--- config.mk ---
export PLATFORM = sky130hd
export DESIGN_NAME = uart_code_loader_flat
export DESIGN_NICKNAME = d
export VERILOG_FILES = /design/src/rtl/uart_code_loader_pkg.sv /design/src/rtl/uart_code_loader_if.sv /design/src/rtl/uart_code_loader_rx.sv /design/src/rtl/uart_code_loader.sv /design/src/flat_wrapper.sv
export SDC_FILE = /design/constraint.sdc
export NUM_CORES = 1
export LEC_CHECK = 0
export ABC_AREA = 1
export CAP_MARGIN = 20
export CORE_MARGIN = 2
export CORE_UTILIZATION = 30
export CTS_CLUSTER_SIZE = 20
export DETAILED_ROUTE_END_ITERATION = 10
export PLACE_DENSITY_LB_ADDON = 0.1
export SLEW_MARGIN = 0
export SYNTH_ARGS = -nofsm -noshare
export SYNTH_HDL_FRONTEND = slang
export SYNTH_SLANG_ARGS = --single-unit
--- constraint.sdc ---
create_clock -name clk -period 3.9 [get_ports clk]
set_input_delay 0.39 -clock clk [delete_from_list [all_inputs] [get_ports clk]]
set_output_delay 0.39 -clock clk [all_outputs]
set_load 0.01 [all_outputs]
--- src/rtl/uart_code_loader_pkg.sv ---
// Shared types for the UART code loader: loader FSM states, receiver
// states and the bit-period helper.
package loader_pkg;

  typedef enum logic [2:0] {
    S_LEN_LO,
    S_LEN_HI,
    S_DATA,
    S_CSUM,
    S_DONE,
    S_ERR
  } load_state_e;

  typedef enum logic [1:0] {
    RX_IDLE,
    RX_START,
    RX_DATA,
    RX_STOP
  } rx_state_e;

  function automatic int unsigned clks_per_bit(input int unsigned clk_freq,
                                               input int unsigned baud);
    return clk_freq / baud;
  endfunction

endpackage

--- src/rtl/uart_code_loader_if.sv ---
// Code memory write port: the loader drives it, the memory consumes it.
interface uart_code_loader_if #(parameter int ADDR_W = 10);
  logic              mem_we;
  logic [ADDR_W-1:0] mem_addr;
  logic [7:0]        mem_wdata;

  modport master (output mem_we, mem_addr, mem_wdata);
  modport slave  (input  mem_we, mem_addr, mem_wdata);
endinterface

--- src/rtl/uart_code_loader_rx.sv ---
// uart_rx: 8N1 byte receiver. rxd is synchronized through two flops, the
// start bit is confirmed at its middle, and every later bit is sampled one
// bit period after the previous sample. rx_valid / rx_ferr are one-cycle
// pulses on the stop-bit sample cycle; rx_byte holds the shifted byte.
//
// state    | meaning
// RX_IDLE  | line idle, waiting for a low level
// RX_START | half-bit wait, then confirm start bit (high = glitch)
// RX_DATA  | sampling 8 data bits, LSB first
// RX_STOP  | sampling stop bit (low = framing error)
module uart_rx
  import loader_pkg::*;
#(
  parameter int CLKS_PER_BIT = 104
) (
  input  logic       clk,
  input  logic       rst,
  input  logic       rxd,
  output logic       rx_valid,
  output logic       rx_ferr,
  output logic [7:0] rx_byte
);

  localparam int TW = $clog2(CLKS_PER_BIT);
  localparam logic [TW-1:0] T_HALF = TW'(CLKS_PER_BIT / 2 - 1);
  localparam logic [TW-1:0] T_FULL = TW'(CLKS_PER_BIT - 1);

  logic [1:0]    sync_q, sync_d;
  rx_state_e     state_q, state_d;
  logic [TW-1:0] timer_q, timer_d;
  logic [2:0]    bit_cnt_q, bit_cnt_d;
  logic [7:0]    shift_q, shift_d;
  logic          rxd_s;

  assign rxd_s   = sync_q[1];
  assign rx_byte = shift_q;

  // Register stage: synchronizer, receiver state, bit timer and shifter.
  always_ff @(posedge clk) begin
    if (rst) begin
      sync_q    <= 2'b11;
      state_q   <= RX_IDLE;
      timer_q   <= '0;
      bit_cnt_q <= '0;
      shift_q   <= '0;
    end else begin
      sync_q    <= sync_d;
      state_q   <= state_d;
      timer_q   <= timer_d;
      bit_cnt_q <= bit_cnt_d;
      shift_q   <= shift_d;
    end
  end

  // Next-state logic: down-counting bit timer, sample on terminal count.
  always_comb begin
    sync_d    = {sync_q[0], rxd};
    state_d   = state_q;
    timer_d   = timer_q;
    bit_cnt_d = bit_cnt_q;
    shift_d   = shift_q;
    rx_valid  = 1'b0;
    rx_ferr   = 1'b0;
    case (state_q)
      RX_IDLE: begin
        if (!rxd_s) begin
          state_d = RX_START;
          timer_d = T_HALF;
        end
      end
      RX_START: begin
        if (timer_q != '0) begin
          timer_d = timer_q - 1'b1;
        end else if (!rxd_s) begin
          state_d   = RX_DATA;
          timer_d   = T_FULL;
          bit_cnt_d = 3'd0;
        end else begin
          state_d = RX_IDLE;
        end
      end
      RX_DATA: begin
        if (timer_q != '0) begin
          timer_d = timer_q - 1'b1;
        end else begin
          shift_d = {rxd_s, shift_q[7:1]};
          timer_d = T_FULL;
          if (bit_cnt_q == 3'd7) state_d = RX_STOP;
          else bit_cnt_d = bit_cnt_q + 1'b1;
        end
      end
      RX_STOP: begin
        if (timer_q != '0) begin
          timer_d = timer_q - 1'b1;
        end else begin
          rx_valid = rxd_s;
          rx_ferr  = !rxd_s;
          state_d  = RX_IDLE;
        end
      end
      default: state_d = RX_IDLE;
    endcase
  end

endmodule

--- src/rtl/uart_code_loader.sv ---
// uart_code_loader: receives LEN_LO, LEN_HI and N payload bytes over UART
// and writes them to code memory addresses 0..N-1, holding the CPU in reset
// until the image is complete. Build option LOADER_CHECKSUM_EN adds a
// trailing 8-bit sum byte that must match the payload.
//
// state    | meaning
// S_LEN_LO | waiting for length low byte
// S_LEN_HI | waiting for length high byte, bound check
// S_DATA   | writing payload bytes, counting down remaining
// S_CSUM   | waiting for checksum byte (LOADER_CHECKSUM_EN only)
// S_DONE   | image loaded, CPU released, traffic ignored
// S_ERR    | framing/length/checksum error, CPU held until rst
module uart_code_loader
  import loader_pkg::*;
#(
  parameter int CLK_FREQ = 12_000_000,
  parameter int BAUD     = 115_200,
  parameter int ADDR_W   = 10
) (
  input  logic                clk,
  input  logic                rst,
  input  logic                rxd,
  uart_code_loader_if.master  mem,
  output logic                cpu_hold,
  output logic                load_done,
  output logic                load_err
);

  localparam int CLKS_PER_BIT = int'(clks_per_bit(CLK_FREQ, BAUD));
  localparam logic [16:0] MAX_LEN = 17'(1) << ADDR_W;

  logic              rx_valid, rx_ferr;
  logic [7:0]        rx_byte;
  logic [15:0]       len_w;

  load_state_e       state_q, state_d;
  logic [7:0]        len_lo_q, len_lo_d;
  logic [ADDR_W:0]   rem_q, rem_d;
  logic [ADDR_W-1:0] idx_q, idx_d;
  logic              mem_we_q, mem_we_d;
  logic [ADDR_W-1:0] mem_addr_q, mem_addr_d;
  logic [7:0]        mem_wdata_q, mem_wdata_d;
`ifdef LOADER_CHECKSUM_EN
  logic [7:0]        sum_q, sum_d;
`endif

  uart_rx #(.CLKS_PER_BIT(CLKS_PER_BIT)) u_rx (
    .clk      (clk),
    .rst      (rst),
    .rxd      (rxd),
    .rx_valid (rx_valid),
    .rx_ferr  (rx_ferr),
    .rx_byte  (rx_byte)
  );

  assign len_w         = {rx_byte, len_lo_q};
  assign mem.mem_we    = mem_we_q;
  assign mem.mem_addr  = mem_addr_q;
  assign mem.mem_wdata = mem_wdata_q;
  assign cpu_hold      = (state_q != S_DONE);
  assign load_done     = (state_q == S_DONE);
  assign load_err      = (state_q == S_ERR);

  // Register stage: FSM state, length/index counters and write port.
  always_ff @(posedge clk) begin
    if (rst) begin
      state_q     <= S_LEN_LO;
      len_lo_q    <= '0;
      rem_q       <= '0;
      idx_q       <= '0;
      mem_we_q    <= 1'b0;
      mem_addr_q  <= '0;
      mem_wdata_q <= '0;
`ifdef LOADER_CHECKSUM_EN
      sum_q       <= '0;
`endif
    end else begin
      state_q     <= state_d;
      len_lo_q    <= len_lo_d;
      rem_q       <= rem_d;
      idx_q       <= idx_d;
      mem_we_q    <= mem_we_d;
      mem_addr_q  <= mem_addr_d;
      mem_wdata_q <= mem_wdata_d;
`ifdef LOADER_CHECKSUM_EN
      sum_q       <= sum_d;
`endif
    end
  end

  // Loader FSM: consumes received bytes, issues one write per payload byte.
  always_comb begin
    state_d     = state_q;
    len_lo_d    = len_lo_q;
    rem_d       = rem_q;
    idx_d       = idx_q;
    mem_we_d    = 1'b0;
    mem_addr_d  = mem_addr_q;
    mem_wdata_d = mem_wdata_q;
`ifdef LOADER_CHECKSUM_EN
    sum_d       = sum_q;
`endif
    case (state_q)
      S_LEN_LO: begin
        if (rx_ferr) begin
          state_d = S_ERR;
        end else if (rx_valid) begin
          len_lo_d = rx_byte;
          state_d  = S_LEN_HI;
        end
      end
      S_LEN_HI: begin
        if (rx_ferr) begin
          state_d = S_ERR;
        end else if (rx_valid) begin
`ifdef LOADER_CHECKSUM_EN
          sum_d = '0;
`endif
          idx_d = '0;
          rem_d = len_w[ADDR_W:0];
          if ({1'b0, len_w} > MAX_LEN) begin
            state_d = S_ERR;
          end else if (len_w == 16'd0) begin
`ifdef LOADER_CHECKSUM_EN
            state_d = S_CSUM;
`else
            state_d = S_DONE;
`endif
          end else begin
            state_d = S_DATA;
          end
        end
      end
      S_DATA: begin
        if (rx_ferr) begin
          state_d = S_ERR;
        end else if (rx_valid) begin
          mem_we_d    = 1'b1;
          mem_addr_d  = idx_q;
          mem_wdata_d = rx_byte;
          rem_d       = rem_q - 1'b1;
`ifdef LOADER_CHECKSUM_EN
          sum_d       = sum_q + rx_byte;
`endif
          // Final byte: leave without advancing so the index never wraps.
          if (rem_q == (ADDR_W + 1)'(1)) begin
`ifdef LOADER_CHECKSUM_EN
            state_d = S_CSUM;
`else
            state_d = S_DONE;
`endif
          end else begin
            idx_d = idx_q + 1'b1;
          end
        end
      end
`ifdef LOADER_CHECKSUM_EN
      S_CSUM: begin
        if (rx_ferr) begin
          state_d = S_ERR;
        end else if (rx_valid) begin
          state_d = (rx_byte == sum_q) ? S_DONE : S_ERR;
        end
      end
`endif
      S_DONE:  state_d = S_DONE;
      S_ERR:   state_d = S_ERR;
      default: state_d = S_ERR;
    endcase
  end

endmodule
--- src/flat_wrapper.sv ---
// flat-port wrapper written by rule: the top's interface ports become plain ports
module uart_code_loader_flat import loader_pkg::*;
#(
  parameter int CLK_FREQ = 12_000_000,
  parameter int BAUD     = 115_200,
  parameter int ADDR_W   = 10
)
  (clk, rst, rxd, cpu_hold, load_done, load_err, mem_mem_we, mem_mem_addr, mem_mem_wdata);
  uart_code_loader_if #(.ADDR_W(ADDR_W)) mem_i ();
  input  logic clk;
  input  logic rst;
  input  logic rxd;
  output logic cpu_hold;
  output logic load_done;
  output logic load_err;
  output wire logic [$bits(mem_i.mem_we)-1:0] mem_mem_we;
  output wire logic [$bits(mem_i.mem_addr)-1:0] mem_mem_addr;
  output wire logic [$bits(mem_i.mem_wdata)-1:0] mem_mem_wdata;
  assign mem_mem_we = mem_i.mem_we;
  assign mem_mem_addr = mem_i.mem_addr;
  assign mem_mem_wdata = mem_i.mem_wdata;
  uart_code_loader #(.CLK_FREQ(CLK_FREQ), .BAUD(BAUD), .ADDR_W(ADDR_W)) u_core (.clk(clk), .rst(rst), .rxd(rxd), .mem(mem_i), .cpu_hold(cpu_hold), .load_done(load_done), .load_err(load_err));
endmodule
==> results.ini <==
[routing]
drc = 0
vias = 3278
firstDrtPassIters = 5
drt-initial-drc-count = 153
drtAntennaViolNets = 0
vias_per_cell = 4.710
routedWlPerCell_microns = 12.78
totalWireLength_microns = 8898

[clock_tree]
clockBufferDepth = 2
cts.sinks = 73
path_clk_slew_ns = 0.05
htreeDepth = 3
cts_buffers = 9
cts_tree = yes
postCtsResizedCells = 0
worst_skew_pair.late_latency_ns = 0.34
post_cts_buffers = 0
cts-root-buf = clkbuf_16
ctsHoldBuffers = 0

[power_and_ir_drop]
p_leak_nw = 1.736
ir_drop_uv = 337.4
p_per_area_nw_per_um2 = 435.3

[global_routing]
overflow = 0
grt_usage_pct = 14.29
grt_pass1_wl_microns = 14670
grt_max_degree = 37
grt_use_met1_pct = 18.10
first_global_vias = 3060
met2_usage_pct = 23.08
met3_usage_pct = 4.553
antenna_found_initial = 0
busiest_layer = met2

[yosys]
synth.distinct_cells = 38
yosys_warnings = 0
synthXorXnorAreaFrac_pct = 1.913
synth-compound-area-share_pct = 20.50
avgSynthCellArea_sq_um = 7.016
synth_edf_count = 0
synth-seq-area-share_pct = 39.90
ys_async_sr_fraction_pct = 0
yosys.area_share.simple_pct = 23.03
synth_nets = 537
synthCells = 522
synth_top_area_cell = dfxtp_1
synth_area_sq_um = 3662
ys_ff_latch = 73
yosysTopAreaCellShare_pct = 39.90
synth_fa_ha_area_share_pct = 4.100
synthMuxAreaShare_pct = 0
synth_top_family_by_area = simple AND/OR/NAND/NOR gates
synth_flop_cell = dfxtp_1
synth_area_leaders = dfxtp_1 (40%), a21oi_1 (9.2%), nand2_1 (8.9%)

[sta]
worstMarginPinSlew_ns = 0.6489
max_freq_mhz = 464.0
worst_clock_skew_ns = 0.006255
setup_tns_ns = 0
finalCriticalPeriod_ns = 2.155
rsz0062_at_grt = no
hold_slack_ns = 0.4241
final_max_slew_viol_count = 0
slew_headroom_pct = 56.58
hold_viol_final = 0
fin_crit_sh_pct = 55.26
setup_slack_ns = 1.745
setup_violations = 0

[floorplan]
start_util_pct = 30.62
die_area_sq_um = 13110
rows = 40
ios = 25
core_area_sq_um = 11960
die_y_microns = 114.5
die-width_microns = 114.5

[cells_and_area]
num-nets-final = 559
area_growth_pct = 18.96
drive_gt1_share_pct = 6.557
diodes = 0
fill_cells = 1293

[worst_setup_path]
crit_type = reg -> out
rrSetupSlack_ns = 1.77
worst-path-max-fanout = 4
cp.arrival_ns = 1.77
required_ns = 3.51
critPathLaunchType = register
endpoint_kind = output port

[place]
dp_hpwl_microns = 6212
port_buffers = 24
pre_cts_ws_ns = 1.720
place_congestion = 0.8251

[run]
cap_violations = 0

[worst_hold_path]
worstHoldPathType = reg -> reg

[outcome]
outcome = finished clean

[area by class of cell]
class,instances,area (sq um),share of cell area (%)
multi-input cells,351,1814,41.64
clock buffers,11,252.7,5.801
well taps,147,183.9,4.222
repair buffers,26,255.2,5.859
clock inverters,5,77.57,1.781
inverters,83,311.5,7.151
flip-flops and latches,73,1461,33.54
[cells in the mapped netlist (2+ instances only)]
| cell type | n |
|---|---|
| nand3_1 | 24 |
| nor2_4 | 2 |
| ha_1 | 12 |
| xnor2_1 | 3 |
| nor2_1 | 49 |
| nand3b_1 | 2 |
| inv_1 | 78 |
| o21ai_0 | 55 |
| nand3_2 | 2 |
| inv_2 | 5 |
| dfxtp_1 | 73 |
| nor3_1 | 5 |
| o21ai_1 | 11 |
| a21oi_1 | 67 |
| or2_2 | 2 |
| nand2_2 | 2 |
| clkbuf_1 | 7 |
| and3_1 | 2 |
| xor2_1 | 5 |
| buf_2 | 6 |
| nand4_1 | 6 |
| a211oi_1 | 2 |
| nand2_1 | 87 |
[final timing paths]
path | cells after the start | start | end
setup / recovery | 4 | u_core.state_q[1] | load_done
hold / removal | 1 | u_core.u_rx.sync_q[0] | u_core.u_rx.sync_q[1]
setup reg to reg | 6 | u_core.state_q[2] | u_core.mem.mem_addr[1]
hold reg to reg | 1 | u_core.u_rx.sync_q[0] | u_core.u_rx.sync_q[1]
[cell families after synthesis]
logic type,count (synthesis)
flops,73
compound gates,144
simple gates,187
fa+ha+maj,12
xor+xnor,8
buf+inv,98
[flip-flops by register name, summed over array words and instances (netlist names), 7 cells and up, named ones only]
name and cells:
u_core.mem.mem_wdata 8, u_core.mem.mem_addr 10, u_core.u_rx.rx_byte 8, u_core.len_lo_q 8
u_core.u_rx.timer_q 7, u_core.rem_q 11, u_core.idx_q 10
[placed cells by master (no fill, tap or decap), types with 6 or more instances in the layout]
| cell | synthesis | routed |
|---|---|---|
| o21ai_0 | 55 | 55 |
| nand4_1 | 6 | 6 |
| inv_1 | 78 | 78 |
| o21ai_1 | 11 | 11 |
| nand3_1 | 24 | 24 |
| clkbuf_16 | 0 | 9 |
| a21oi_1 | 67 | 67 |
| ha_1 | 12 | 12 |
| nand2_1 | 87 | 87 |
| clkdlybuf4s50_1 | 0 | 24 |
| dfxtp_1 | 73 | 73 |
| nor2_1 | 49 | 49 |
[where the power goes]
part           internal, mW  leakage (nW)  total (mW)  switching (mW)
registers             0.763         0.590       0.779          0.0159
clock network         0.592         0.162       0.906           0.314
logic                0.0760         0.985       0.211           0.135
[layer usage]
metal,share of wire [%],up-vias,routed length (microns)
met1,48,1475,4313
li1,-,1739,-
met2,46,56,4129
met4,1.3,0,112
met5,0,-,0
met3,3.8,8,341
[critical path, cell delays in order (launching register included)]
cell and delay [ns]:
dfxtp_1 0.34, nor2_1 0.20, inv_1 0.06, nor2_1 0.24, clkdlybuf4s50_1 0.60
[per-stage QoR]
| stage | cells | util (%) | total power [mW] | instance area [sq um] |
|---|---|---|---|---|
| 2_1_floorplan | 522 | - | 0.9624 | 3662 |
| 3_3_place_gp | 680 | 33.66 | 1.006 | 4026 |
| 3_5_place_dp | 680 | 33.66 | 1.007 | 4026 |
| 4_1_cts | 696 | 36.42 | 1.933 | 4357 |
| 5_1_grt | 696 | 36.42 | 1.987 | 4357 |
| 6_report | 696 | 36.42 | 1.896 | 4357 |
Note: power is estimated with default switching activity, not from simulation.
